File: config.mk
export PLATFORM = sky130hd
export DESIGN_NAME = mat_outer_prod
export DESIGN_NICKNAME = d
export VERILOG_FILES = /design/src/rtl/mat_pkg.sv /design/src/rtl/mat_idx_ctr.sv /design/src/rtl/mat_outer_prod.sv
export SDC_FILE = /design/constraint.sdc
export NUM_CORES = 1
export LEC_CHECK = 0
export ABC_AREA = 0
export BUFFER_PORTS_ARGS = -buffer_cell sky130_fd_sc_hd__buf_2
export CAP_MARGIN = 15
export CORE_ASPECT_RATIO = 0.75
export CORE_MARGIN = 4
export CORE_UTILIZATION = 45
export CTS_BUF_LIST = sky130_fd_sc_hd__clkbuf_4 sky130_fd_sc_hd__clkbuf_8
export CTS_CLUSTER_SIZE = 8
export DETAILED_ROUTE_END_ITERATION = 8
export GPL_TIMING_DRIVEN = 1
export PLACE_DENSITY_LB_ADDON = 0.2
export SETUP_SLACK_MARGIN = 0.2
export SKIP_LAST_GASP = 1
export SYNTH_ARGS = -nofsm -noshare
export SYNTH_HDL_FRONTEND = slang
export SYNTH_HIERARCHICAL = 1
export SYNTH_SLANG_ARGS = --single-unit
export TNS_END_PERCENT = 10
File: constraint.sdc
create_clock -name i_clk -period 6.7 [get_ports i_clk]
set_input_delay 0.67 -clock i_clk [delete_from_list [all_inputs] [get_ports i_clk]]
set_output_delay 0.67 -clock i_clk [all_outputs]
set_load 0.005 [all_outputs]
File: src/rtl/mat_pkg.sv
// rtl/mat_pkg.sv - shared constants and state type for the outer-product source
package mat_pkg;

  localparam int MAT_N      = 3;
  localparam int MAT_ELEMS  = 9;
  localparam int MAT_DATA_W = 8;
  localparam int LD_BEATS   = 18;
  localparam int EMIT_BEATS = 27;

  typedef enum logic {
    LOAD = 1'b0,
    EMIT = 1'b1
  } state_t;

endpackage

File: src/rtl/mat_idx_ctr.sv
// rtl/mat_idx_ctr.sv - enabled nested c/r/k index counter with last and wrap flags
module mat_idx_ctr #(
  parameter int N     = 3,
  parameter int K_CNT = 3,
  parameter int W     = 2
) (
  input  logic         i_clk,
  input  logic         i_rst,
  input  logic         i_en,
  output logic [W-1:0] o_r,
  output logic [W-1:0] o_c,
  output logic [W-1:0] o_k,
  output logic         o_last,
  output logic         o_wrap
);

  localparam logic [W-1:0] RC_MAX = W'(N - 1);
  localparam logic [W-1:0] K_MAX  = W'(K_CNT - 1);

  logic [W-1:0] r_q, r_d;
  logic [W-1:0] c_q, c_d;
  logic [W-1:0] k_q, k_d;

  // c is innermost, then r, then k; everything returns to zero after the last position
  always_comb begin
    r_d = r_q;
    c_d = c_q;
    k_d = k_q;
    if (i_en) begin
      if (c_q == RC_MAX) begin
        c_d = '0;
        if (r_q == RC_MAX) begin
          r_d = '0;
          k_d = (k_q == K_MAX) ? '0 : k_q + W'(1);
        end else begin
          r_d = r_q + W'(1);
        end
      end else begin
        c_d = c_q + W'(1);
      end
    end
  end

  // index registers, reset to the first position
  always_ff @(posedge i_clk) begin
    if (i_rst) begin
      r_q <= '0;
      c_q <= '0;
      k_q <= '0;
    end else begin
      r_q <= r_d;
      c_q <= c_d;
      k_q <= k_d;
    end
  end

  assign o_r    = r_q;
  assign o_c    = c_q;
  assign o_k    = k_q;
  assign o_last = (k_q == K_MAX) && (r_q == RC_MAX) && (c_q == RC_MAX);
  assign o_wrap = i_en && o_last;

endmodule

File: src/rtl/mat_outer_prod.sv
// rtl/mat_outer_prod.sv - loads A and B, then streams the three outer-product frames
module mat_outer_prod
  import mat_pkg::*;
#(
  parameter int DATA_W = MAT_DATA_W,
  parameter int N      = MAT_N
) (
  input  logic              i_clk,
  input  logic              i_rst,
  input  logic              i_clk_e,
  input  logic [DATA_W-1:0] s_axis_data,
  input  logic              s_axis_valid,
  output logic              s_axis_ready,
  input  logic              s_axis_last,
  output logic [DATA_W-1:0] m_axis_data,
  output logic              m_axis_valid,
  input  logic              m_axis_ready,
  output logic              m_axis_last
);

  localparam int IDX_W = $clog2(N);
  localparam int PW    = 2 * DATA_W;

  state_t state_q, state_d;

  logic signed [DATA_W-1:0] a_q [0:N-1][0:N-1];
  logic signed [DATA_W-1:0] b_q [0:N-1][0:N-1];

  logic             in_acc, out_xfer;
  logic [IDX_W-1:0] ld_r, ld_c, ld_k;
  logic [IDX_W-1:0] em_r, em_c, em_k;
  logic             ld_wrap, em_wrap, em_last;
  logic             ld_last_unused;
  logic             s_last_unused;
  logic signed [PW-1:0]     a_ext, b_ext, prod;
  logic        [DATA_W-1:0] prod_unused_hi;

  // framing comes from beat counts alone
  assign s_last_unused = s_axis_last;

  assign s_axis_ready = (state_q == LOAD);
  assign m_axis_valid = (state_q == EMIT);
  assign in_acc       = i_clk_e && s_axis_valid && s_axis_ready;
  assign out_xfer     = i_clk_e && m_axis_valid && m_axis_ready;

  // load index: k=0 selects A, k=1 selects B, r/c give the row-major position
  mat_idx_ctr #(.N(N), .K_CNT(LD_BEATS / MAT_ELEMS), .W(IDX_W)) u_ld_ctr (
    .i_clk  (i_clk),
    .i_rst  (i_rst),
    .i_en   (in_acc),
    .o_r    (ld_r),
    .o_c    (ld_c),
    .o_k    (ld_k),
    .o_last (ld_last_unused),
    .o_wrap (ld_wrap)
  );

  // emit index: frame k, element r*N+c
  mat_idx_ctr #(.N(N), .K_CNT(EMIT_BEATS / MAT_ELEMS), .W(IDX_W)) u_em_ctr (
    .i_clk  (i_clk),
    .i_rst  (i_rst),
    .i_en   (out_xfer),
    .o_r    (em_r),
    .o_c    (em_c),
    .o_k    (em_k),
    .o_last (em_last),
    .o_wrap (em_wrap)
  );

  // state register
  always_ff @(posedge i_clk) begin
    if (i_rst) state_q <= LOAD;
    else       state_q <= state_d;
  end

  // next state: leave LOAD on the 18th accept, leave EMIT on the 27th transfer
  always_comb begin
    state_d = state_q;
    case (state_q)
      LOAD:    if (in_acc && ld_wrap)    state_d = EMIT;
      EMIT:    if (out_xfer && em_wrap)  state_d = LOAD;
      default: state_d = LOAD;
    endcase
  end

  // matrix storage, written only by accepted load beats
  always_ff @(posedge i_clk) begin
    if (i_rst) begin
      for (int i = 0; i < N; i++) begin
        for (int j = 0; j < N; j++) begin
          a_q[i][j] <= '0;
          b_q[i][j] <= '0;
        end
      end
    end else if (in_acc) begin
      if (ld_k == '0) a_q[ld_r][ld_c] <= s_axis_data;
      else            b_q[ld_r][ld_c] <= s_axis_data;
    end
  end

  // full signed product, truncated with wrap to the element width
  assign a_ext = PW'(a_q[em_r][em_k]);
  assign b_ext = PW'(b_q[em_k][em_c]);
  assign prod  = a_ext * b_ext;
  assign {prod_unused_hi, m_axis_data} = prod;
  assign m_axis_last = em_last;

endmodule

* Yosys cells after proc, flatten, opt, wreduce, memory -nomap -nowiden
Memory sizes are Yosys's and may differ from the RTL's. A register that Yosys moved wholly into a read port is not among the register bits.
Index checks and enable logic that the tools add are counted.
** Word-level totals
- Bits in registers :: 13
- Bits in writable memories :: 144
- Output and inout port bits :: 11
- Logic and storage cells :: 87
- Memories kept :: 2
- ROM bits :: 0
- Latch bits :: 0
** Cells by class
- Multipliers :: 1
- Reductions and logical operators :: 20
- Div/mod/pow operators :: 0
- $lt $le $gt $ge :: 4
- Bitwise operators :: 4
- Shifts and indexed selects :: 0
- Equal/unequal tests :: 6
- Add/sub/neg operators :: 6
- Mux-type cells :: 37
** Memories
- a_q :: words 3, width 24, rd ports 1, clocked after Yosys merged registers in 1, write ports 3, line mat_outer_prod.sv:26 : logic signed [DATA_W-1:0] a_q [0:N-1][0:N-1];
- b_q :: words 3, width 24, rd ports 1, clocked after Yosys merged registers in 1, write ports 3, line mat_outer_prod.sv:27 : logic signed [DATA_W-1:0] b_q [0:N-1][0:N-1];
** Operator list (count)
- 24-bit 2-to-1 mux :: 6
- 24-bit OR reduction :: 2
- 8-bit 2-to-1 mux :: 5
- 8-bit binary-select mux with 2-bit select :: 2
- 2-bit 2-to-1 mux :: 12
- 8-bit demux with 2-bit select :: 1
- 1-bit logical AND :: 13
- 2-bit by 1-bit adder with 2-bit output (second input constant) :: 6
- 2-bit equality test (second input constant) :: 5
- 1-bit 2-to-1 mux :: 10
- 3-bit >= comparator (second input constant) :: 3
- 2-bit inverter with 3-bit output :: 3
- 8-bit by 8-bit multiplier with 8-bit output :: 1
- 3-bit AND reduction :: 2
- 2-bit AND reduction :: 2
- 3-bit by 1-bit < comparator with 1-bit output (second input constant) :: 1
- 2-bit by 1-bit equality test with 1-bit output (second input constant) :: 1
- 2-bit logical NOT :: 1
- 1-bit one-hot mux with 2 select lines :: 1
- 1-bit inverter :: 1

* Depth between registers and ports, before layout
Gate-level depths: netlist of run 1.
- Word-level depth :: 8
- Gate-level depth with buffers :: 23
- Gate-level depth less buffers :: 19

* By module
The synthesis of run 1 kept the hierarchy.
** By module, submodules not included
- mat_outer_prod :: cells an instance 631, area an instance 9181.3 µm², instances 1
- mat_idx_ctr (u_ld_ctr) :: cells an instance 31, area an instance 275.3 µm², instances 1
- mat_idx_ctr (u_em_ctr) :: cells an instance 30, area an instance 274.0 µm², instances 1

* Least setup slack after synthesis of run 1
Ideal clock, no wire load.
- Path kind :: register to output
- From :: register, netlist name u_em_ctr/o_r[1]
- To :: output port m_axis_data[7]
- Data arrival time :: 5303 ps
- Cell stages (with the launch flop) :: 21
- Slack :: 727 ps
- Path buffers :: 2
- Cell sequence :: dfxtp_1 clkbuf_2 clkbuf_1 mux4_2 mux2i_1 a2bb2oi_2 or2_2 fa_1 fa_1 inv_1 ha_1 inv_1 fa_1 inv_1 ha_1 a21o_1 a21oi_1 xnor3_1 xnor2_1 xnor3_1 xnor3_1
** RTL lines
- end: declaration :: line mat_outer_prod.sv:15 : output logic [DATA_W-1:0] m_axis_data,

==> results of run 1 <==
==> layout by cell type, fill, tap and decap left out, drive strengths merged, types with 12 or more instances in the layout <==
master and count:
a21oi 18, buf 70, clkbuf 50, dfxtp 13, edfxtp 192, fa 12
ha 19, inv 44, mux4 44, nand2 52, nand2b 19, nor2 159
==> tightest hold or removal path, stage by stage, from the launching register on <==
cell and delay, ns:
sky130_fd_sc_hd__dfxtp_2 0.34, sky130_fd_sc_hd__nand2_1 0.06, sky130_fd_sc_hd__a21oi_1 0.06
==> final cells by class <==
type / instances / area (sq um) / area share
flip-flops and latches: 205 / 6040 / 0.535
multi-input cells: 423 / 3470 / 0.307
clock buffers: 49 / 606 / 0.0536
repair buffers: 71 / 603 / 0.0534
well taps: 288 / 360 / 0.0319
inverters: 43 / 161 / 0.0143
clock inverters: 10 / 51.3 / 0.00454
==> power groups by stage <==
stage,sequential (mW),combinational [mW],clock (mW)
2_1_floorplan,1.46,0.129,0
3_3_place_gp,1.47,0.186,0
3_5_place_dp,1.47,0.187,0
4_1_cts,1.44,0.195,1.08
5_1_grt,1.45,0.223,1.14
6_report,1.44,0.199,1.06
==> how the worst min path moves through the flow <==
stage | endpoint | depth (start not counted)
5_1_grt | u_em_ctr/o_r[1] | 2
2_1_floorplan | u_em_ctr/o_r[1] | 2
3_3_place_gp | u_ld_ctr/o_k[0] | 2
6_report | u_em_ctr/o_r[1] | 2
3_5_place_dp | u_ld_ctr/o_k[0] | 2
4_1_cts | u_ld_ctr/o_k[0] | 2
==> metrics by stage <==
| step | total power, mW | hold slack [ns] | cells | cell area [sq um] |
|---|---|---|---|---|
| 6_report | 2.70 | 0.503 | 1089 | 11300 |
| 5_1_grt | 2.81 | 0.537 | 1089 | 11300 |
| 4_1_cts | 2.72 | 0.530 | 1071 | 11100 |
| 3_5_place_dp | 1.66 | 0.518 | 999 | 10200 |
| 3_3_place_gp | 1.65 | 0.509 | 999 | 10200 |
| 2_1_floorplan | 1.59 | 0.460 | 690 | 9720 |
==> routing by layer <==
layer,GRT usage,up-vias
li1,-,2694
met1,0.289,3030
met2,0.288,257
met3,0.0497,27
met4,0.0481,0
met5,0,-
==> flip-flops by register name, indices dropped and copies added (netlist names) <==
register	cells
u_ld_ctr/o_c	2
u_em_ctr/o_r	2
u_ld_ctr/o_r	2
m_axis_valid	1
u_em_ctr/o_c	2
a_q	96
b_q	96
u_em_ctr/o_k	2
u_ld_ctr/o_k	2
==> what timing repair did <==
item                                    CTS  global route
gates resized for setup                  19            19
endpoints found under the setup margin    1             1
pin swaps                                 5            13
setup buffers                            12            17
cloned                                    1             1
==> metrics.yaml, run 1 <==
grt_util_all_layers: 0.194
wl_met3_um: 1930
detailroute.via_count: 6008
final_net_count: 824
min_from: "u_em_ctr/o_r[1]"
length_of_the_first_detailed_routing_pass_in_iterations: 5
critPathRequiredTime_ns: 6.03
placement.io_buffers: 23
place_congestion: 0.826
synth.cell_area_sq_um: 9720
dp_hpwl_um: 15400
worst-path-max-fanout: 6
drt_first_iter_violations: 615
cts_htree_levels: 2
total_neg_setup_slack_ns: 0
layout.filler_cells: 1812
irDropWorstVdd_v: 0.000205
antenna-diode-count: 0
post_route_cells_drive_above_1_share: 0.267
path_clk_slew_ns: 0.05
reg2reg_setup_slack_ns: 4.04
rr_worst_depth: 3
cpLargestDelayFamily: "adder cells"
crit-reg2reg-launch: "u_ld_ctr/o_r[0]"
slew_of_the_pin_with_the_lowest_slew_margin_ns: 0.918
worst_r2r_endpoint: "b_q[1][12]"
core_area_sq_um: 21200
design.portCount: 25
outcome: "completed"
die_w_um: 178
number_of_antenna_violating_nets_in_the_routed_design: 0
synth.net_count: 735
cts_tree: "yes"
crit_end: "m_axis_data[7]"
cts.hold.buffers_added: 0
die_h_um: 135
clock_tree.buffer_depth: 3
power_per_cell_area_nw_per_um2: 240
grt.overflow.total: 0
maximum_clock_frequency_mhz: 160
cp_common_cell: "sky130_fd_sc_hd__xnor3_1"
clock_latency_ns: 0.50
top_layer: "met4"
startpoint_type: "flop"
power_switching_uw: 601
routed-wl-met2_um: 10300
cpPeakStageDelay_ns: 0.54
min_period_over_period: 0.933
final_period_minus_worst_setup_slack_ns: 6.25
unrepaired_setup_endpoints_after_global_routing: "no"
yosysWarnings: 6
postLayoutCoreUtil: 0.533
cts.root.buffer_cell: "sky130_fd_sc_hd__clkbuf_8"
via_density: 5.52
core.rowCount: 46
postSynthCellCount: 690
detailedPlace.worstSlack_ns: 0.265
grt_antenna_before_repair: 0
first_global_vias: 6078
first_element_of_the_critical_path: "u_em_ctr/o_r[0]"
holdCritPathClass: "flop to flop"
tritoncts_num_sinks: 205
critical_path.endpoint_type: "primary output"
synthToLayoutAreaGrowth_pct: 16.2
critical_path_arrival_ns: 5.58
worstPathCellList: "clkbuf_16 > buf_4 > mux4_2 > a21oi_4 > buf_4 > or2_2 > fa_2 > fa_1 > inv_1 > ha_1 > inv_1 > fa_1 > inv_2 > ha_1 > a21o_1 > a21oi_4 > xnor3_1 > xnor2_1 > xnor3_1 > xnor3_1 > buf_2"
timing.final.setup_violations: 0
final-max-slew-violation-count: 0
detail_route.wirelength.met1_um: 10200
finalWirelength_um: 22800
wire_per_inst_um: 21.0
cellInternalPower_mw: 2.10
leakage_power_of_the_design_nw: 4.05
die-area_sq_um: 24000
cp_num_buf_inv: 7
clock_power_share: 0.393
worst-path-stages: 21
first_pass_grt_wire_length_um: 35200
power_frac_comb: 0.073
netSwitchingFraction: 0.222
class_of_the_most_critical_setup_path: "flop to primary output"
hold_violations: 0
post-route-worst-setup-slack_ns: 0.448
starting_density_of_the_core: 0.459
pin_count_of_the_biggest_net_entering_global_routing: 37
timing.max_slew.rel_slack: 0.386
seqPwrFrac: 0.533
cts_inserted_buffers: 35
synthesis.area_per_instance_sq_um: 14.1
skew_ns: 0.0126
cpMaxStageDelayCell: "sky130_fd_sc_hd__fa_1"
drc: 0
cap_violations: 0
(Power assumes the default switching activity.)
==> run 2: changes to the inputs <==
ABC_AREA = 1   (was 0)
RECOVER_POWER = 25   (was not set)
==> run 2 against run 1 <==
Total power decreased by 3.2%. Critical path type unchanged. Sequential share of layout area decreased by 0.50 points. Largest power group unchanged. Sequential power about the same.
==> metrics.yaml, run 2 <==
leakage_power_of_the_design_nw: 4.82  # was 4.05 nW
cpMaxStageDelayCell: "sky130_fd_sc_hd__dfxtp_1"  # was sky130_fd_sc_hd__fa_1
antenna-diode-count: 0  # unchanged
final-max-slew-violation-count: 0  # unchanged
clock_latency_ns: 0.53  # was 0.50 ns
first_element_of_the_critical_path: "u_em_ctr/o_r[1]"  # was u_em_ctr/o_r[0]
cp_common_cell: "sky130_fd_sc_hd__nand2_1"  # was sky130_fd_sc_hd__xnor3_1
cts.hold.buffers_added: 0  # unchanged
cap_violations: 0  # unchanged
cts_inserted_buffers: 35  # unchanged
synthesis.area_per_instance_sq_um: 8.97  # was 14.1 sq um
timing.max_slew.rel_slack: 0.339  # was 0.386
grt.overflow.total: 0  # unchanged
worstPathCellList: "buf_4 > o21ai_0 > o22ai_1 > nand2_1 > nand2_1 > nand2_1 > inv_1 > fa_1 > ha_1 > inv_1 > fa_1 > fa_1 > inv_1 > ha_1 > a21oi_1 > nand2_1 > xor2_1 > inv_1 > nand2_1 > nand2_1 > nand2_1 > nand2_1 > buf_2"  # was clkbuf_16 > buf_4 > mux4_2 > a21oi_4 > buf_4 > or2_2 > fa_2 > fa_1 > inv_1 > ha_1 > inv_1 > fa_1 > inv_2 > ha_1 > a21o_1 > a21oi_4 > xnor3_1 > xnor2_1 > xnor3_1 > xnor3_1 > buf_2
dp.cells: 1454  # was 999
irDropWorstVdd_v: 0.000131  # was 0.000205 V
skew_ns: 0.0203  # was 0.0126 ns
core.rowCount: 47  # was 46
detailedPlace.worstSlack_ns: 1.15  # was 0.265 ns
synth.cell_area_sq_um: 10400  # was 9720 sq um
dpl_cell_area_sq_um: 10800  # was 10200 sq um
outcome: "completed"  # unchanged
number_of_antenna_violating_nets_in_the_routed_design: 0  # unchanged
via_density: 5.18  # was 5.52
maximum_clock_frequency_mhz: 166  # was 160 MHz
postSynthCellCount: 1162  # was 690
cts_setup_buffers: 0  # was 12
power_per_cell_area_nw_per_um2: 230  # was 240 nW/um^2
min_period_over_period: 0.900  # was 0.933
grt_antenna_before_repair: 0  # unchanged
grt_util_all_layers: 0.204  # was 0.194
total_neg_setup_slack_ns: 0  # unchanged
wire_per_inst_um: 17.2  # was 21.0 um
final-instance-count-excl-fill: 1509  # was 1089
post_route_cells_drive_above_1_share: 0.0815  # was 0.267
cts_tree: "yes"  # unchanged
die_h_um: 140  # was 135 um
starting_density_of_the_core: 0.465  # was 0.459
final_period_minus_worst_setup_slack_ns: 6.03  # was 6.25 ns
first_global_vias: 7399  # was 6078
critical_path_arrival_ns: 5.36  # was 5.58 ns
cts.root.buffer_cell: "sky130_fd_sc_hd__clkbuf_8"  # unchanged
crit-reg2reg-launch: "m_axis_valid"  # was u_ld_ctr/o_r[0]
drc: 0  # unchanged
layout.filler_cells: 2118  # was 1812
pin_count_of_the_biggest_net_entering_global_routing: 67  # was 37
cts_htree_levels: 2  # unchanged
slew_of_the_pin_with_the_lowest_slew_margin_ns: 0.988  # was 0.918 ns
cpPeakStageDelay_ns: 0.59  # was 0.54 ns
detailroute.via_count: 7812  # was 6008
tritoncts_num_sinks: 205  # unchanged
cp_num_buf_inv: 6  # was 7
synthToLayoutAreaGrowth_pct: 9.08  # was 16.2%
min_from: "u_ld_ctr/o_k[1]"  # was u_em_ctr/o_r[1]
critPathRequiredTime_ns: 6.03  # about the same
path_clk_slew_ns: 0.06  # was 0.05 ns
design.portCount: 25  # unchanged
yosysWarnings: 6  # unchanged
most_frequent_cells_in_the_layout: "sky130_fd_sc_hd__nand2_1 (258), sky130_fd_sc_hd__nor2_1 (249), sky130_fd_sc_hd__edfxtp_1 (192)"  # was sky130_fd_sc_hd__edfxtp_1 (192), sky130_fd_sc_hd__nor2_1 (157), sky130_fd_sc_hd__nand2_1 (49)
synth.net_count: 1207  # was 735
drt_first_iter_violations: 874  # was 615
cpLargestDelayFamily: "adder cells"  # unchanged
final_net_count: 1242  # was 824
final_cell_area_excluding_filler_cells_sq_um: 11400  # was 11300 sq um
core_area_sq_um: 22400  # was 21200 sq um
worst_r2r_endpoint: "b_q[1][0]"  # was b_q[1][12]
startpoint_type: "flop"  # unchanged
finalWirelength_um: 26000  # was 22800 um
hold_violations: 0  # unchanged
crit_end: "m_axis_data[7]"  # unchanged
place_congestion: 0.834  # was 0.826
first_pass_grt_wire_length_um: 40500  # was 35200 um
clock_tree.buffer_depth: 3  # unchanged
dp_hpwl_um: 18100  # was 15400 um
largestRegisters: "a_q x96, b_q x96"  # unchanged
holdCritPathClass: "flop to flop"  # unchanged
length_of_the_first_detailed_routing_pass_in_iterations: 5  # unchanged
die-area_sq_um: 25700  # was 24000 sq um
unrepaired_setup_endpoints_after_global_routing: "no"  # unchanged
timing.final.setup_violations: 0  # unchanged
worst-path-stages: 23  # was 21
placement.io_buffers: 23  # unchanged
die_w_um: 184  # was 178 um
most_common_cell_after_layout_fill_and_taps_aside: "sky130_fd_sc_hd__nand2_1"  # was sky130_fd_sc_hd__edfxtp_1
post-route-worst-setup-slack_ns: 0.669  # was 0.448 ns
critical_path.endpoint_type: "primary output"  # unchanged
rr_worst_depth: 9  # was 3
class_of_the_most_critical_setup_path: "flop to primary output"  # unchanged
worst-path-max-fanout: 24  # was 6
power.total_mw: 2.62  # was 2.70 mW
reg2reg_setup_slack_ns: 3.93  # was 4.04 ns
## run 2: routing by layer
metal | GRT usage | part of all wire | vias up
li1 | - | - | 3812
met1 | 0.320 | 0.49 | 3700
met2 | 0.292 | 0.41 | 267
met3 | 0.0376 | 0.082 | 33
met4 | 0.0510 | 0.014 | 0
met5 | 0 | 0 | -
## run 2: how the worst min path moves through the flow
stage                       to  cells after the start  slack (ns)
3_5_place_dp   u_ld_ctr/o_k[1]                      2        0.45
2_1_floorplan  u_ld_ctr/o_k[1]                      2        0.43
3_3_place_gp   u_ld_ctr/o_k[1]                      2        0.45
4_1_cts        u_ld_ctr/o_c[0]                      2        0.42
6_report       u_ld_ctr/o_k[1]                      2        0.46
5_1_grt        u_ld_ctr/o_k[1]                      2        0.49
## run 2: layout make-up
cell class                      count  area (sq um)  share of cell area
Clock buffer                       46           571              0.0502
Clock inverter                      9          45.0             0.00396
Inverter                          175           657              0.0577
Multi-Input combinational cell    746          3510               0.309
Sequential cell                   205          6030               0.530
Tap cell                          294           368              0.0323
Timing Repair Buffer               34           194              0.0170
## run 2: stage by stage
stage	utilization	hold WS, ns
3_3_place_gp	0.481	0.449
5_1_grt	0.508	0.485
6_report	0.508	0.457
2_1_floorplan	-	0.430
4_1_cts	0.509	0.416
3_5_place_dp	0.481	0.450
## run 2: what timing repair did
action	4_1_cts	5_1_grt
endpoints found under the hold margin	0	0
gates resized for setup	0	1
endpoints found under the setup margin	0	1
## run 2: tightest hold or removal path: stages, from the launching register on
cell,delay [ns]
sky130_fd_sc_hd__dfxtp_1,0.31
sky130_fd_sc_hd__inv_1,0.06
sky130_fd_sc_hd__nor2_1,0.05
## run 2: power breakdown
group          switching, mW  internal (mW)
Clock                  0.486          0.550
Combinational          0.101         0.0411
Sequential            0.0109           1.43
==> run 3: changes to the inputs <==
clock period = 5.2 ns   (was 6.7 ns; I/O delays follow)
==> run 3 against run 2 <==
The run now ends with negative setup slack left. Critical path depth is 4 higher. First-iteration DRC count is 2.6% lower. Clock skew is 0.018 ns higher. Worst setup slack worse by 0.69 ns. Clock power is 35% higher. Routed wire length is 11% higher. Hold slack worse by 0.067 ns. Non-clock buffer count is 54 higher. Cell count is 3.8% higher. Sequential cell count stayed put. Clock-buffer cell count is 5 higher.
==> metrics.yaml, run 3 (synthesized netlist as in run 2, its figures left out) <==
maximum_clock_frequency_mhz: 191
min_from: "i_rst"  # was u_ld_ctr/o_k[1]
antenna-diode-count: 0  # unchanged
grt_util_all_layers: 0.226  # was 0.204
clock_tree.buffer_depth: 3  # unchanged
worst-path-max-fanout: 6  # was 24
synthToLayoutAreaGrowth_pct: 20.7  # was 9.08%
detailedPlace.worstSlack_ns: 0.173  # was 1.15 ns
number_of_antenna_violating_nets_in_the_routed_design: 0  # unchanged
cts.hold.buffers_added: 0  # unchanged
timing.max_slew.rel_slack: 0.384  # was 0.339
core_area_sq_um: 22400  # unchanged
skew_ns: 0.0379  # was 0.0203 ns
whs_endpoint: "u_ld_ctr/o_r[0]"  # was u_ld_ctr/o_k[1]
irDropWorstVdd_v: 0.000207  # was 0.000131 V
unrepaired_setup_endpoints_after_global_routing: "yes"  # was no
final_period_minus_worst_setup_slack_ns: 5.22
rr_worst_depth: 9  # unchanged
starting_density_of_the_core: 0.465  # unchanged
first_global_vias: 7981  # was 7399
critical_path_arrival_ns: 4.70  # was 5.36 ns
hold_ws_ns: 0.390  # was 0.457 ns
final-max-slew-violation-count: 0  # unchanged
via_density: 5.30  # was 5.18
cts.root.buffer_cell: "sky130_fd_sc_hd__clkbuf_8"  # unchanged
tritoncts_num_sinks: 205  # unchanged
cpLargestDelayFamily: "adder cells"  # unchanged
length_of_the_first_detailed_routing_pass_in_iterations: 5  # unchanged
leakage_power_of_the_design_nw: 5.36  # was 4.82 nW
cts_htree_levels: 2  # unchanged
most_common_cell_after_layout_fill_and_taps_aside: "sky130_fd_sc_hd__nand2_1"  # unchanged
timing.final.setup_violations: 1  # was 0
cp_num_buf_inv: 9  # was 6
grt_antenna_before_repair: 0  # unchanged
final_net_count: 1296  # was 1242
class_of_the_most_critical_setup_path: "flop to primary output"  # unchanged
reg2reg_setup_slack_ns: 2.42  # was 3.93 ns
startpoint_type: "flop"  # unchanged
power_per_cell_area_nw_per_um2: 276  # was 230 nW/um^2
place_congestion: 0.865  # was 0.834
cts_tree: "yes"  # unchanged
cts_inserted_buffers: 35  # unchanged
clock_latency_ns: 0.55  # was 0.53 ns
layout.filler_cells: 1975  # was 2118
grt.overflow.total: 0  # unchanged
worst_hold_path.num_cells: 2  # unchanged
outcome: "complete, but fails checks"  # was completed
power.total_mw: 3.48  # was 2.62 mW
total_neg_setup_slack_ns: -0.0240  # was 0 ns
post-route-worst-setup-slack_ns: -0.0240  # was 0.669 ns
drt_first_iter_violations: 851  # was 874
worst_r2r_endpoint: "b_q[1][7]"  # was b_q[1][0]
cp_common_cell: "sky130_fd_sc_hd__nand2_1"  # unchanged
finalWirelength_um: 28900  # was 26000 um
critical_path.endpoint_type: "primary output"  # unchanged
hold_violations: 0  # unchanged
final_cell_area_excluding_filler_cells_sq_um: 12600  # was 11400 sq um
die-area_sq_um: 25700  # unchanged
slew_of_the_pin_with_the_lowest_slew_margin_ns: 0.923  # was 0.988 ns
cpPeakStageDelay_ns: 0.54  # was 0.59 ns
design.portCount: 25  # unchanged
die_w_um: 184  # unchanged
die_h_um: 140  # unchanged
path_clk_slew_ns: 0.06  # about the same
drc: 0  # unchanged
min_period_over_period: 1.00
cpMaxStageDelayCell: "sky130_fd_sc_hd__fa_1"  # was sky130_fd_sc_hd__dfxtp_1
failed_checks: "negative setup slack"
critPathRequiredTime_ns: 4.68  # was 6.03 ns
most_frequent_cells_in_the_layout: "sky130_fd_sc_hd__nand2_1 (242), sky130_fd_sc_hd__nor2_1 (239), sky130_fd_sc_hd__edfxtp_1 (192)"  # was sky130_fd_sc_hd__nand2_1 (258), sky130_fd_sc_hd__nor2_1 (249), sky130_fd_sc_hd__edfxtp_1 (192)
wire_per_inst_um: 18.4  # was 17.2 um
core.rowCount: 47  # unchanged
placement.io_buffers: 23  # unchanged
pin_count_of_the_biggest_net_entering_global_routing: 32  # was 67
dpl_cell_area_sq_um: 11000  # was 10800 sq um
holdCritPathClass: "primary input to flop"  # was flop to flop
detailroute.via_count: 8299  # was 7812
dp_hpwl_um: 18700  # was 18100 um
cap_violations: 0  # unchanged
post_route_cells_drive_above_1_share: 0.178  # was 0.0815
crit-reg2reg-launch: "m_axis_valid"  # unchanged
first_pass_grt_wire_length_um: 44700  # was 40500 um
largestRegisters: "a_q x96, b_q x96"  # unchanged
[run 3: cell types whose count changed in the layout (fill, tap and decap cells not counted), sizes merged]
cell	before	now
clkbuf	50	53
bufbuf	0	2
clkinv	10	8
clkinvlp	1	0
inv	173	174
buf	30	84
[run 3: what timing repair did]
item / CTS / global route
gates resized for setup: 105 / 20
pin swaps: 46 / 20
gates cloned: 10 / 0
setup endpoints to repair: 3 / 3
buffers inserted: 24 / 2
hold endpoints to repair: 0 / 0
[run 3: area by class of cell]
class                           instances  area [sq um]  share of cell area
Inverter                              175           682              0.0542
Clock inverter                          7          46.3             0.00368
Multi-Input combinational cell        746          3830               0.304
Clock buffer                           51           608              0.0483
Sequential cell                       205          6040               0.480
Tap cell                              294           368              0.0292
Timing Repair Buffer                   88          1020              0.0810
[run 3: worst max path at each step]
| stage | start | end | slack, ns | cells past startpoint |
|---|---|---|---|---|
| detailed placement | u_em_ctr/o_r[0] | m_axis_data[7] | 0.17 | 25 |
| floorplan | u_em_ctr/o_k[1] | m_axis_data[7] | 0.59 | 24 |
| global route | u_em_ctr/o_k[0] | m_axis_data[7] | -0.27 | 27 |
| CTS | u_em_ctr/o_k[0] | m_axis_data[7] | -0.09 | 26 |
| global placement | u_em_ctr/o_r[0] | m_axis_data[7] | 0.21 | 25 |
| finish | u_em_ctr/o_k[0] | m_axis_data[7] | -0.02 | 27 |
[run 3: power by group]
group / leakage, nW / internal (mW) / total, mW / switching (mW)
Combinational: 2.90 / 0.0731 / 0.214 / 0.141
Sequential: 2.10 / 1.84 / 1.86 / 0.0162
Clock: 0.349 / 0.751 / 1.40 / 0.653
Total: 5.36 / 2.67 / 3.48 / 0.810
[run 3: stage by stage]
step | utilization | std cells
final | 0.562 | 1566
after detailed placement | 0.492 | 1472
after global routing | 0.562 | 1566
after global placement | 0.492 | 1472
after floorplan | - | 1162
after CTS | 0.558 | 1564
[run 3: layer usage]
layer,share of wire,track usage,up-vias
li1,-,-,3940
met1,0.45,0.344,3930
met2,0.42,0.319,370
met3,0.11,0.0621,59
met4,0.021,0.0599,0
met5,0,0,-
